===== src/rtl/scramble_move_gen.sv =====
//==============================================================================
// Module      : scramble_move_gen
// Description : Pseudo-random cube scramble generator. A 32-bit LCG with
//               rejection sampling proposes face/turn candidates; accepted
//               moves are queued in a show-ahead FIFO and streamed out over a
//               valid/ready interface.
//               Optional macro SCRAMBLE_AXIS_FILTER_EN also rejects X,Y,X
//               patterns where X and Y share an axis.
// Revision    : 1.0 - initial release
//==============================================================================
`default_nettype none

module scramble_move_gen #(
    parameter logic [31:0] SEED_DEFAULT = 32'h1234_5678,
    parameter logic [31:0] LCG_A        = 32'd1664525,
    parameter logic [31:0] LCG_C        = 32'd1013904223,
    parameter int          LEN_W        = 6,
    parameter int          FIFO_DEPTH   = 4
) (
    input  logic             clk,
    input  logic             reset,
    input  logic             seed_load,
    input  logic [31:0]      seed,
    input  logic             start,
    input  logic [LEN_W-1:0] len,
    output logic             move_valid,
    input  logic             move_ready,
    output logic [2:0]       move_face,
    output logic [1:0]       move_turn,
    output logic             move_last,
    output logic             busy,
    output logic             done
);

    localparam int                PTR_W    = $clog2(FIFO_DEPTH);
    localparam logic [LEN_W-1:0]  ONE_LEN  = {{(LEN_W-1){1'b0}}, 1'b1};
    localparam logic [PTR_W:0]    ONE_PTR  = {{PTR_W{1'b0}}, 1'b1};
    localparam logic [2:0]        NO_FACE  = 3'd7;

    typedef enum logic [1:0] {
        S_IDLE  = 2'd0,
        S_GEN   = 2'd1,
        S_DRAIN = 2'd2
    } state_t;

    state_t fsm_q, fsm_d;

    logic [31:0]      lcg_q;
    logic [31:0]      lcg_next;
    logic [2:0]       cface;
    logic [1:0]       cturn;
    logic [2:0]       prev_face_q;
    logic [LEN_W-1:0] count_q;
    logic [LEN_W-1:0] len_q;
    logic             busy_q;
    logic             done_q;

    // FIFO storage: {face[2:0], turn[1:0], last}
    logic [5:0]       mem [FIFO_DEPTH];
    logic [PTR_W:0]   wr_ptr_q;
    logic [PTR_W:0]   rd_ptr_q;
    logic             fifo_empty;
    logic             fifo_full;
    logic [5:0]       head;
    logic             pop;

    logic             gen_cycle;
    logic             axis_reject;
    logic             reject;
    logic             accept;
    logic             is_last;
    logic             start_ok;
    logic             done_set;
    logic             last_pop;

    assign lcg_next = lcg_q * LCG_A + LCG_C;
    assign cface    = lcg_q[31:29];
    assign cturn    = lcg_q[28:27];

    assign fifo_empty = (wr_ptr_q == rd_ptr_q);
    assign fifo_full  = (wr_ptr_q[PTR_W] != rd_ptr_q[PTR_W]) &&
                        (wr_ptr_q[PTR_W-1:0] == rd_ptr_q[PTR_W-1:0]);
    assign head       = mem[rd_ptr_q[PTR_W-1:0]];
    assign pop        = !fifo_empty && move_ready;
    assign last_pop   = pop && head[0];

    // A pop in the same cycle frees a slot, so a full FIFO does not stall then.
    assign gen_cycle  = (fsm_q == S_GEN) && (!fifo_full || pop);
    assign reject     = (cface >= 3'd6) || (cturn == 2'd3) ||
                        (cface == prev_face_q) || axis_reject;
    assign accept     = gen_cycle && !reject;
    assign is_last    = (count_q == (len_q - ONE_LEN));

`ifdef SCRAMBLE_AXIS_FILTER_EN
    logic [2:0] prev2_face_q;

    assign axis_reject = (cface[2:1] == prev_face_q[2:1]) && (prev2_face_q == cface);

    // Face two moves back, for the same-axis sandwich rule
    always_ff @(posedge clk or posedge reset) begin
        if (reset) begin
            prev2_face_q <= NO_FACE;
        end else if (start_ok) begin
            prev2_face_q <= NO_FACE;
        end else if (accept) begin
            prev2_face_q <= prev_face_q;
        end
    end
`else
    assign axis_reject = 1'b0;
`endif

    // FSM state register
    always_ff @(posedge clk or posedge reset) begin
        if (reset) begin
            fsm_q <= S_IDLE;
        end else begin
            fsm_q <= fsm_d;
        end
    end

    // FSM next state and control strobes
    always_comb begin
        fsm_d    = fsm_q;
        start_ok = 1'b0;
        done_set = 1'b0;
        case (fsm_q)
            S_IDLE: begin
                if (start) begin
                    if (len != '0) begin
                        start_ok = 1'b1;
                        fsm_d    = S_GEN;
                    end else begin
                        done_set = 1'b1;
                    end
                end
            end
            S_GEN: begin
                if (accept && is_last) begin
                    fsm_d = S_DRAIN;
                end
            end
            S_DRAIN: begin
                if (last_pop) begin
                    done_set = 1'b1;
                    fsm_d    = S_IDLE;
                end
            end
            default: begin
                fsm_d = S_IDLE;
            end
        endcase
    end

    // LCG state: seed load wins over the per-GEN-cycle advance
    always_ff @(posedge clk or posedge reset) begin
        if (reset) begin
            lcg_q <= SEED_DEFAULT;
        end else if (seed_load) begin
            lcg_q <= seed;
        end else if (gen_cycle) begin
            lcg_q <= lcg_next;
        end
    end

    // Scramble bookkeeping: length, move index, previous face
    always_ff @(posedge clk or posedge reset) begin
        if (reset) begin
            len_q       <= '0;
            count_q     <= '0;
            prev_face_q <= NO_FACE;
        end else if (start_ok) begin
            len_q       <= len;
            count_q     <= '0;
            prev_face_q <= NO_FACE;
        end else if (accept) begin
            count_q     <= count_q + ONE_LEN;
            prev_face_q <= cface;
        end
    end

    // Busy spans accepted start to last pop; done is a one-cycle strobe
    always_ff @(posedge clk or posedge reset) begin
        if (reset) begin
            busy_q <= 1'b0;
            done_q <= 1'b0;
        end else begin
            done_q <= done_set;
            if (start_ok) begin
                busy_q <= 1'b1;
            end else if (fsm_q == S_DRAIN && last_pop) begin
                busy_q <= 1'b0;
            end
        end
    end

    // Output FIFO storage and pointers
    always_ff @(posedge clk or posedge reset) begin
        if (reset) begin
            wr_ptr_q <= '0;
            rd_ptr_q <= '0;
            for (int i = 0; i < FIFO_DEPTH; i++) begin
                mem[i] <= '0;
            end
        end else begin
            if (accept) begin
                mem[wr_ptr_q[PTR_W-1:0]] <= {cface, cturn, is_last};
                wr_ptr_q <= wr_ptr_q + ONE_PTR;
            end
            if (pop) begin
                rd_ptr_q <= rd_ptr_q + ONE_PTR;
            end
        end
    end

    assign move_valid = !fifo_empty;
    assign move_face  = move_valid ? head[5:3] : 3'd0;
    assign move_turn  = move_valid ? head[2:1] : 2'd0;
    assign move_last  = move_valid ? head[0]   : 1'b0;
    assign busy       = busy_q;
    assign done       = done_q;

endmodule

`default_nettype wire


===== config.mk =====
export PLATFORM = sky130hd
export DESIGN_NAME = scramble_move_gen
export DESIGN_NICKNAME = d
export VERILOG_FILES = /design/src/rtl/scramble_move_gen.sv
export SDC_FILE = /design/constraint.sdc
export NUM_CORES = 1
export LEC_CHECK = 0
export ABC_CLOCK_PERIOD_IN_PS = 8600
export CORE_MARGIN = 10
export CORE_UTILIZATION = 35
export CTS_CLUSTER_SIZE = 8
export DETAILED_ROUTE_END_ITERATION = 16
export GPL_ROUTABILITY_DRIVEN = 1
export HOLD_SLACK_MARGIN = 0.1
export PLACE_DENSITY = 0.57
export SYNTH_ARGS = -nofsm -noshare
export SYNTH_HDL_FRONTEND = slang
export SYNTH_SLANG_ARGS = --single-unit

===== constraint.sdc =====
create_clock -name clk -period 8.6 [get_ports clk]
set_input_delay 0.86 -clock clk [delete_from_list [all_inputs] [get_ports clk]]
set_output_delay 0.86 -clock clk [all_outputs]
set_load 0.02 [all_outputs]

==> impl_metrics.env, run 1 <==
export IMPL_cts_max_level=3
export IMPL_cts_made_buffers=9
export IMPL_reg2reg_from="lcg_q[1]$_DFFE_PP0P_"
export IMPL_antenna_found_initial=0
export IMPL_drive_gt1_share_pct=7.02
export IMPL_yosys_area_top_type="fa_1"
export IMPL_rsz0062_at_grt="no"
export IMPL_hold_buffers=0
export IMPL_syn_area_um2=10900
export IMPL_syn_to_final_growth_pct=11.6
export IMPL_first_pass_iters=4
export IMPL_cts_resized=0
export IMPL_ff2ff_setup_slack_ps=1970
export IMPL_whs_ps=482
export IMPL_async_flop_share_pct=100
export IMPL_whs_endpoint="mem[13]$_DFFE_PP0P_"
export IMPL_holdPathStages=2
export IMPL_die_area_um2=38500
export IMPL_reg2reg_to="lcg_q[31]$_DFFE_PP0P_"
export IMPL_setup_viol=0
export IMPL_synth_yosys_seq_area_share_pct=18.9
export IMPL_cts_sinks=81
export IMPL_grt_pass1_vias=7839
export IMPL_dp_hpwl_um=22100
export IMPL_clkTransAtPathRegs_ps=70
export IMPL_final_nets=1496
export IMPL_insertion_delay_ps=360
export IMPL_synth_area_leaders="fa_1, ha_1, dfrtp_1"
export IMPL_synth_top_area_share_pct=25.3
export IMPL_numPortBuffers=51
export IMPL_tns_ps=0
export IMPL_critPathRequiredTime_ps=8820
export IMPL_fin_skew_ps=12.1
export IMPL_ys_ff_latch=81
export IMPL_gp_congestion=0.949
export IMPL_critPathKind="flip-flop to flip-flop"
export IMPL_seq_area_um2=2050
export IMPL_path_max_fanout=11
export IMPL_routed_wl_met3_um=745
export IMPL_wl_met1_um=11800
export IMPL_setup_ws_ps=1970
export IMPL_postCtsSetupBuffers=0
export IMPL_ff2ff_path_depth=22
export IMPL_core_area_um2=30600
export IMPL_tightest_slew_ps=976
export IMPL_fin_util_pct=39.6
export IMPL_syn_nets=1449
export IMPL_antenna_cells=0
export IMPL_fp_dieH_um=196
export IMPL_clock_path_buffers=2
export IMPL_final_max_slew_viol_count=0
export IMPL_yosysMostFrequentCell="inv_1"
export IMPL_wl_um=25900
export IMPL_grt_first_pass_wirelength_um=43000
export IMPL_worst_setup_path_end_kind="flip-flop"
export IMPL_syn_area_per_cell_um2=9.85
export IMPL_hold_path_class="flip-flop to flip-flop"
export IMPL_max_slew_margin_pct=34.9
export IMPL_hold_viol=0
export IMPL_synthTopCellsByCount="inv_1, ha_1, fa_1"
export IMPL_fillers=3106
export IMPL_routed_top_layer="met4"
export IMPL_grt_ovfl_total=0
export IMPL_synthCells=1102
export IMPL_max_freq_mhz=151
export IMPL_cts_tree="built"
export IMPL_hp_start="mem[13]$_DFFE_PP0P_"
export IMPL_start_kind="flip-flop"
export IMPL_dr_wl_met2_um=12600
export IMPL_drtIter0Drc=279
export IMPL_rows=64
export IMPL_pre_cts_ws_ps=1980
export IMPL_routedWlPerCell_um=16.7
export IMPL_clockRootBuffer="clkbuf_16"
export IMPL_num_io_pins=52
export IMPL_period_needed_ps=6630
export IMPL_yosysWarnings=0
export IMPL_die_x_um=196
export IMPL_drc_errors=0
export IMPL_synth_top_flop_cell="dfrtp_1"
export IMPL_viasPerCell=4.67
export IMPL_multiInputGateArea_um2=7680
export IMPL_fin_crit_sh_pct=77.1
export IMPL_vias=7234
export IMPL_grt_max_degree=71
export IMPL_synth_edf_count=0
export IMPL_drv_cap=0
export IMPL_initial_utilization_pct=35.5
export IMPL_grt_use_total_pct=14.0
export IMPL_run_status="finished, final reports clean"
export IMPL_antenna_left=0
export IMPL_arrival_ps=6840
export IMPL_ys_types=61
## through the flow
stage	instances	area [um2]
2_1_floorplan	1102	10900
3_3_place_gp	1534	11800
3_5_place_dp	1534	11800
4_1_cts	1550	12100
5_1_grt	1550	12100
6_report	1550	12100
## critical path, stage by stage (launching register included)
cell and delay, ps:
dfrtp_1 580, inv_1 200, ha_1 400, xor2_1 340, xor2_1 220, fa_1 430, inv_1 80, fa_1 430
fa_1 520, fa_1 540, inv_1 50, fa_1 530, inv_1 40, ha_1 360, and3_1 210, and3_1 200
and4_1 210, o21a_1 130, o41ai_2 380, o21ai_1 170, a31oi_1 230, xnor2_1 150, o221ai_2 100
## cell type report
class / instances / area share (%)
inverters: 274 / 8.50
flip-flops and latches: 81 / 16.9
clock buffers: 9 / 1.86
well taps: 396 / 4.09
clock inverters: 7 / 0.836
multi-input cells: 728 / 63.4
repair buffers: 55 / 4.42
## layer usage
metal,track usage [%],vias to the layer above
met5,0,-
met4,4.19,0
met3,2.20,36
met2,23.8,97
met1,17.9,3522
li1,-,3579
## worst max-delay path by stage
stage / start / endpoint / cells after the start
floorplan: lcg_q[1]$_DFFE_PP0P_ / lcg_q[31]$_DFFE_PP0P_ / 22
global placement: lcg_q[1]$_DFFE_PP0P_ / lcg_q[31]$_DFFE_PP0P_ / 22
detailed placement: lcg_q[1]$_DFFE_PP0P_ / lcg_q[31]$_DFFE_PP0P_ / 22
CTS: lcg_q[1]$_DFFE_PP0P_ / lcg_q[31]$_DFFE_PP0P_ / 22
global route: lcg_q[1]$_DFFE_PP0P_ / lcg_q[31]$_DFFE_PP0P_ / 22
finish: lcg_q[1]$_DFFE_PP0P_ / lcg_q[31]$_DFFE_PP0P_ / 22
## cell usage in the layout, fill, tap and decap left out, types with 5 or more instances in the layout
cell	n
a211o_1	6
a21o_1	12
a21oi_1	43
a31oi_1	7
and3_1	5
clkbuf_16	9
clkdlybuf4s50_1	50
dfrtp_1	65
dfstp_2	16
fa_1	137
ha_1	167
inv_1	273
mux2_2	18
mux2i_1	8
mux4_2	6
nand2_1	76
nand2b_1	5
nand3_1	9
nor2_1	27
nor2b_1	13
nor3_1	6
o211ai_1	6
o21a_1	9
o21ai_0	49
xnor2_1	45
xor2_1	28
## sequential cells by signal (all words and copies together) (netlist names)
signal,cells
wr_ptr_q,3
count_q,6
mem,24
prev_face_q,3
rd_ptr_q,3
done,1
fsm_q,2
busy,1
lcg_q,32
len_q,6
## cells by family after synthesis
logic type	Yosys count	share of synthesized area (%)
adder cells (fa/ha/maj)	304	44.5
multiplexers	32	3.85
flip-flops	81	18.9
AO/OA/AOI/OAI	158	9.60
XOR/XNOR	73	5.89
buffers and inverters	293	10.4
AND/OR/NAND/NOR	161	6.92
Power of run 1 is not shown: default switching activity piles up to over one toggle a cycle in this logic, so the estimate is an artifact.
==> run 2, diff against run 1 <==
Settings changed: ABC_CLOCK_PERIOD_IN_PS 8600 to 5500, PLACE_DENSITY 0.57 to 0.59.
Clock period 8.6 ns to 5.5 ns, I/O delays scaled along.
==> run 2 against run 1 <==
The flow now finishes with violations (setup timing). Sequential cell count stayed put. Count of clock-buffer cells in the layout is the same. Utilization grew 5.8 points. Die area unchanged. Cell count increased by 10%. Register-to-register slack got worse by 2400 ps. First-iteration DRC count increased by 2.9%. Clock skew grew 7.7 ps. Via count grew 9.7%. Setup slack worse by 2400 ps. Largest cell class unchanged.
==> impl_metrics.env, run 2 (synthesis gave the netlist of run 1 again) <==
export IMPL_run_status="finished, violations left"
export IMPL_violations="setup timing"
export IMPL_regMostFlops="lcg_q"
export IMPL_path_max_fanout=3
export IMPL_hold_viol=0
export IMPL_drc_errors=0
export IMPL_ff2ff_setup_slack_ps=-460
export IMPL_gp_congestion=0.857
export IMPL_largest_reg_flops=32
export IMPL_grt_max_degree=56
export IMPL_wl_um=27800
export IMPL_pre_cts_ws_ps=-595
export IMPL_hp_start="busy$_DFFE_PP0P_"
export IMPL_die_area_um2=38500
export IMPL_max_slew_margin_pct=30.9
export IMPL_max_freq_mhz=168
export IMPL_numPortBuffers=51
export IMPL_vias=7939
export IMPL_core_area_um2=30600
export IMPL_arrival_ps=6180
export IMPL_cts_max_level=3
export IMPL_first_pass_iters=4
export IMPL_syn_to_final_growth_pct=28.0
export IMPL_viasPerCell=4.64
export IMPL_drive_gt1_share_pct=24.5
export IMPL_critPathKind="flip-flop to flip-flop"
export IMPL_grt_first_pass_wirelength_um=45600
export IMPL_drv_cap=0
export IMPL_tightest_slew_ps=1040
export IMPL_fin_crit_sh_pct=108
export IMPL_antenna_found_initial=0
export IMPL_setup_ws_ps=-457
export IMPL_rows=64
export IMPL_whs_ps=478
export IMPL_start_kind="flip-flop"
export IMPL_cts_tree="built"
export IMPL_final_cell_mix="inv_1, buf_4, fa_1, ha_1, nand2_1"
export IMPL_antenna_left=0
export IMPL_cts_made_buffers=9
export IMPL_clkTransAtPathRegs_ps=70
export IMPL_num_io_pins=52
export IMPL_grt_use_total_pct=14.7
export IMPL_reg2reg_from="lcg_q[3]$_DFFE_PP1P_"
export IMPL_drtIter0Drc=287
export IMPL_final_nets=1658
export IMPL_setup_viol=10
export IMPL_routedWlPerCell_um=16.3
export IMPL_insertion_delay_ps=350
export IMPL_dp_hpwl_um=23200
export IMPL_grt_ovfl_total=0
export IMPL_fin_util_pct=45.4
export IMPL_fin_skew_ps=19.8
export IMPL_final_common_cell="inv_1"
export IMPL_period_needed_ps=5960
export IMPL_initial_utilization_pct=35.5
export IMPL_hold_path_class="flip-flop to flip-flop"
export IMPL_cts_sinks=81
export IMPL_fp_dieH_um=196
export IMPL_final_max_slew_viol_count=0
export IMPL_cp_startpoint="lcg_q[3]$_DFFE_PP1P_"
export IMPL_grt_pass1_vias=8630
export IMPL_rsz0062_at_grt="yes"
export IMPL_worst_setup_path_end_kind="flip-flop"
export IMPL_clockRootBuffer="clkbuf_16"
export IMPL_antenna_cells=0
export IMPL_die_x_um=196
export IMPL_clock_path_buffers=2
export IMPL_reg_top3="lcg_q x32, mem x24"
export IMPL_critPathRequiredTime_ps=5730
-- run 2: cell types whose count changed in the layout (fill, tap and decap cells not counted), moves of 10 or more --
cell / previous run / this run
buf_4: 4 / 155
buf_6: 0 / 10
inv_2: 0 / 20
inv_1: 273 / 253
ha_4: 0 / 27
ha_1: 167 / 134
-- run 2: through the flow --
stage,cells,instance area [um2],TNS (ps)
6_report,1712,13900,-2640
5_1_grt,1712,13900,-5250
4_1_cts,1707,13700,-2230
3_5_place_dp,1673,13000,-3740
3_3_place_gp,1673,13000,-2940
2_1_floorplan,1102,11000,-455
-- run 2: metal layers --
metal / wire, um / share of wire, % / track usage [%]
met1: 13000 / 47 / 19.5
met2: 13400 / 48 / 24.6
met3: 854 / 3.1 / 2.13
met4: 565 / 2.0 / 3.11
met5: 0 / 0 / 0
-- run 2: path summary, 6_finish.rpt --
path | to | depth (start not counted)
setup / recovery | lcg_q[29]$_DFFE_PP0P_ | 23
hold / removal | busy$_DFFE_PP0P_ | 1
setup reg to reg | lcg_q[29]$_DFFE_PP0P_ | 23
hold reg to reg | busy$_DFFE_PP0P_ | 1
max in group asynchronous | prev_face_q[2]$_DFFE_PP1P_ | 3
min in group asynchronous | lcg_q[11]$_DFFE_PP0P_ | 2
-- run 2: repair_timing --
action                     in CTS  in global routing
setup endpoints to repair      13                 15
hold buffers                    0                  0
pin swaps                      41                 17
resized for setup              48                 31
buffers inserted               19                  5
-- run 2: area by class of cell --
type | instances | area, um2
Clock inverter | 7 | 106
Fill cell | 2921 | 16700
Tap cell | 396 | 495
Multi-Input combinational cell | 728 | 8190
Timing Repair Buffer | 217 | 1800
Inverter | 274 | 1030
Sequential cell | 81 | 2050
Clock buffer | 9 | 225
-- run 2: worst max-delay path, cell delays in order, from the launching register on --
cell,delay (ps)
dfstp_2,550
buf_4,110
buf_6,80
ha_4,200
fa_1,500
fa_1,450
fa_1,500
inv_1,50
fa_1,470
inv_1,40
fa_1,490
fa_1,410
ha_1,320
and2_4,180
and3_4,140
and4_1,140
o21a_1,140
o41ai_4,320
buf_4,180
o21ai_2,60
buf_4,140
xnor2_2,140
o21ai_1,70
o21a_1,130
Power of run 2 is left out for the same reason.
==> run 3, diff against run 2 <==
Settings changed: CTS_BUF_LIST set to sky130_fd_sc_hd__clkbuf_4.
==> run 3 against run 2 <==
The run still ends with setup timing left. Die area unchanged. Fmax shrank 0.53%. Critical path depth is 2 higher. Critical path type unchanged.
==> impl_metrics.env, run 3 (synthesis gave the netlist of run 1 again) <==
export IMPL_cts_sinks=81
export IMPL_numPortBuffers=51
export IMPL_drive_gt1_share_pct=24.4
export IMPL_wl_um=27700
export IMPL_final_max_slew_viol_count=0
export IMPL_rsz0062_at_grt="yes"
export IMPL_reg_top3="lcg_q x32, mem x24"
export IMPL_drtIter0Drc=310
export IMPL_critPathRequiredTime_ps=5830
export IMPL_antenna_left=0
export IMPL_cts_max_level=3
export IMPL_antenna_cells=0
export IMPL_fin_skew_ps=53.1
export IMPL_start_kind="flip-flop"
export IMPL_max_slew_margin_pct=30.4
export IMPL_viasPerCell=4.62
export IMPL_grt_first_pass_wirelength_um=45300
export IMPL_largest_reg_flops=32
export IMPL_clock_path_buffers=2
export IMPL_grt_max_degree=56
export IMPL_final_cell_mix="inv_1, buf_4, fa_1, ha_1, nand2_1"
export IMPL_hold_viol=0
export IMPL_dp_hpwl_um=23200
export IMPL_fp_dieH_um=196
export IMPL_fin_crit_sh_pct=109
export IMPL_insertion_delay_ps=480
export IMPL_setup_viol=10
export IMPL_syn_to_final_growth_pct=26.4
export IMPL_gp_congestion=0.857
export IMPL_routedWlPerCell_um=16.2
export IMPL_max_freq_mhz=167
export IMPL_core_area_um2=30600
export IMPL_fin_cells=1711
export IMPL_antenna_found_initial=0
export IMPL_violations="setup timing"
export IMPL_hold_path_class="flip-flop to flip-flop"
export IMPL_final_common_cell="inv_1"
export IMPL_critPathKind="flip-flop to flip-flop"
export IMPL_die_x_um=196
export IMPL_run_status="finished, violations left"
export IMPL_tns_ps=-2420
export IMPL_die_area_um2=38500
export IMPL_first_pass_iters=4
export IMPL_grt_use_total_pct=14.6
export IMPL_worst_setup_path_end_kind="flip-flop"
export IMPL_setup_ws_ps=-488
export IMPL_rows=64
export IMPL_clockRootBuffer="clkbuf_4"
export IMPL_vias=7906
export IMPL_fin_util_pct=44.9
export IMPL_grt_ovfl_total=0
export IMPL_period_needed_ps=5990
export IMPL_path_max_fanout=3
export IMPL_grt_pass1_vias=8591
export IMPL_drc_errors=0
export IMPL_arrival_ps=6320
export IMPL_regMostFlops="lcg_q"
export IMPL_initial_utilization_pct=35.5
export IMPL_post_place_cells=1673
export IMPL_clkTransAtPathRegs_ps=140
export IMPL_num_io_pins=52
export IMPL_ff2ff_setup_slack_ps=-490
export IMPL_cts_tree="built"
export IMPL_pre_cts_ws_ps=-595
export IMPL_tightest_slew_ps=1040
export IMPL_drv_cap=0
export IMPL_hold_buffers=0
export IMPL_final_nets=1657
export IMPL_cts_made_buffers=9
==> run 3: changes by cell type in the layout (fill, tap and decap cells not counted), sizes merged <==
cell,change
buf,-1
==> run 3: layout make-up <==
class | count | area (um2)
multi-input cells | 728 | 8180
inverters | 274 | 1030
repair buffers | 216 | 1790
well taps | 396 | 495
fillers | 2941 | 16900
clock buffers | 9 | 67.6
flip-flops and latches | 81 | 2050
clock inverters | 7 | 106
==> run 3: final timing paths <==
path | from | to | cells past startpoint
setup / recovery | lcg_q[3]$_DFFE_PP1P_ | lcg_q[29]$_DFFE_PP0P_ | 25
hold / removal | mem[19]$_DFFE_PP0P_ | mem[19]$_DFFE_PP0P_ | 2
hold reg to reg | mem[19]$_DFFE_PP0P_ | mem[19]$_DFFE_PP0P_ | 2
min in group asynchronous | reset | lcg_q[11]$_DFFE_PP0P_ | 2
setup reg to reg | lcg_q[3]$_DFFE_PP1P_ | lcg_q[29]$_DFFE_PP0P_ | 25
max in group asynchronous | reset | prev_face_q[2]$_DFFE_PP1P_ | 3
==> run 3: stage by stage <==
stage	cell area [um2]	hold WS (ps)
floorplan	11000	445
global placement	13000	458
detailed placement	13000	469
CTS	13500	501
global route	13700	522
finish	13700	493
==> run 3: what timing repair did <==
| item | in CTS | in global routing |
|---|---|---|
| setup endpoints to repair | 13 | 15 |
| pin swaps | 45 | 17 |
| gates resized for setup | 50 | 27 |
| buffers inserted | 20 | 3 |
==> run 3: critical path: stages, from the launching register on <==
cell     delay, ps
dfstp_2        590
inv_2           50
ha_4           270
inv_2           30
fa_1           490
fa_1           440
fa_1           550
inv_1           50
fa_1           490
inv_2           40
fa_1           490
inv_2           40
fa_1           480
inv_2           40
ha_4           210
and2_4         140
and3_4         140
and4_1         140
o21a_1         140
o41ai_4        320
buf_4          180
o21ai_2         60
buf_4          140
xnor2_2        140
o21ai_1         70
o21a_1         130
==> run 3: metal layers <==
metal / vias to the layer above / wire (um) / track usage [%]
met5: - / 0 / 0
li1: 3890 / - / -
met4: 0 / 537 / 3.08
met3: 27 / 868 / 2.08
met2: 109 / 13400 / 24.5
met1: 3880 / 12900 / 19.4
Power of run 3 is left out for the same reason.
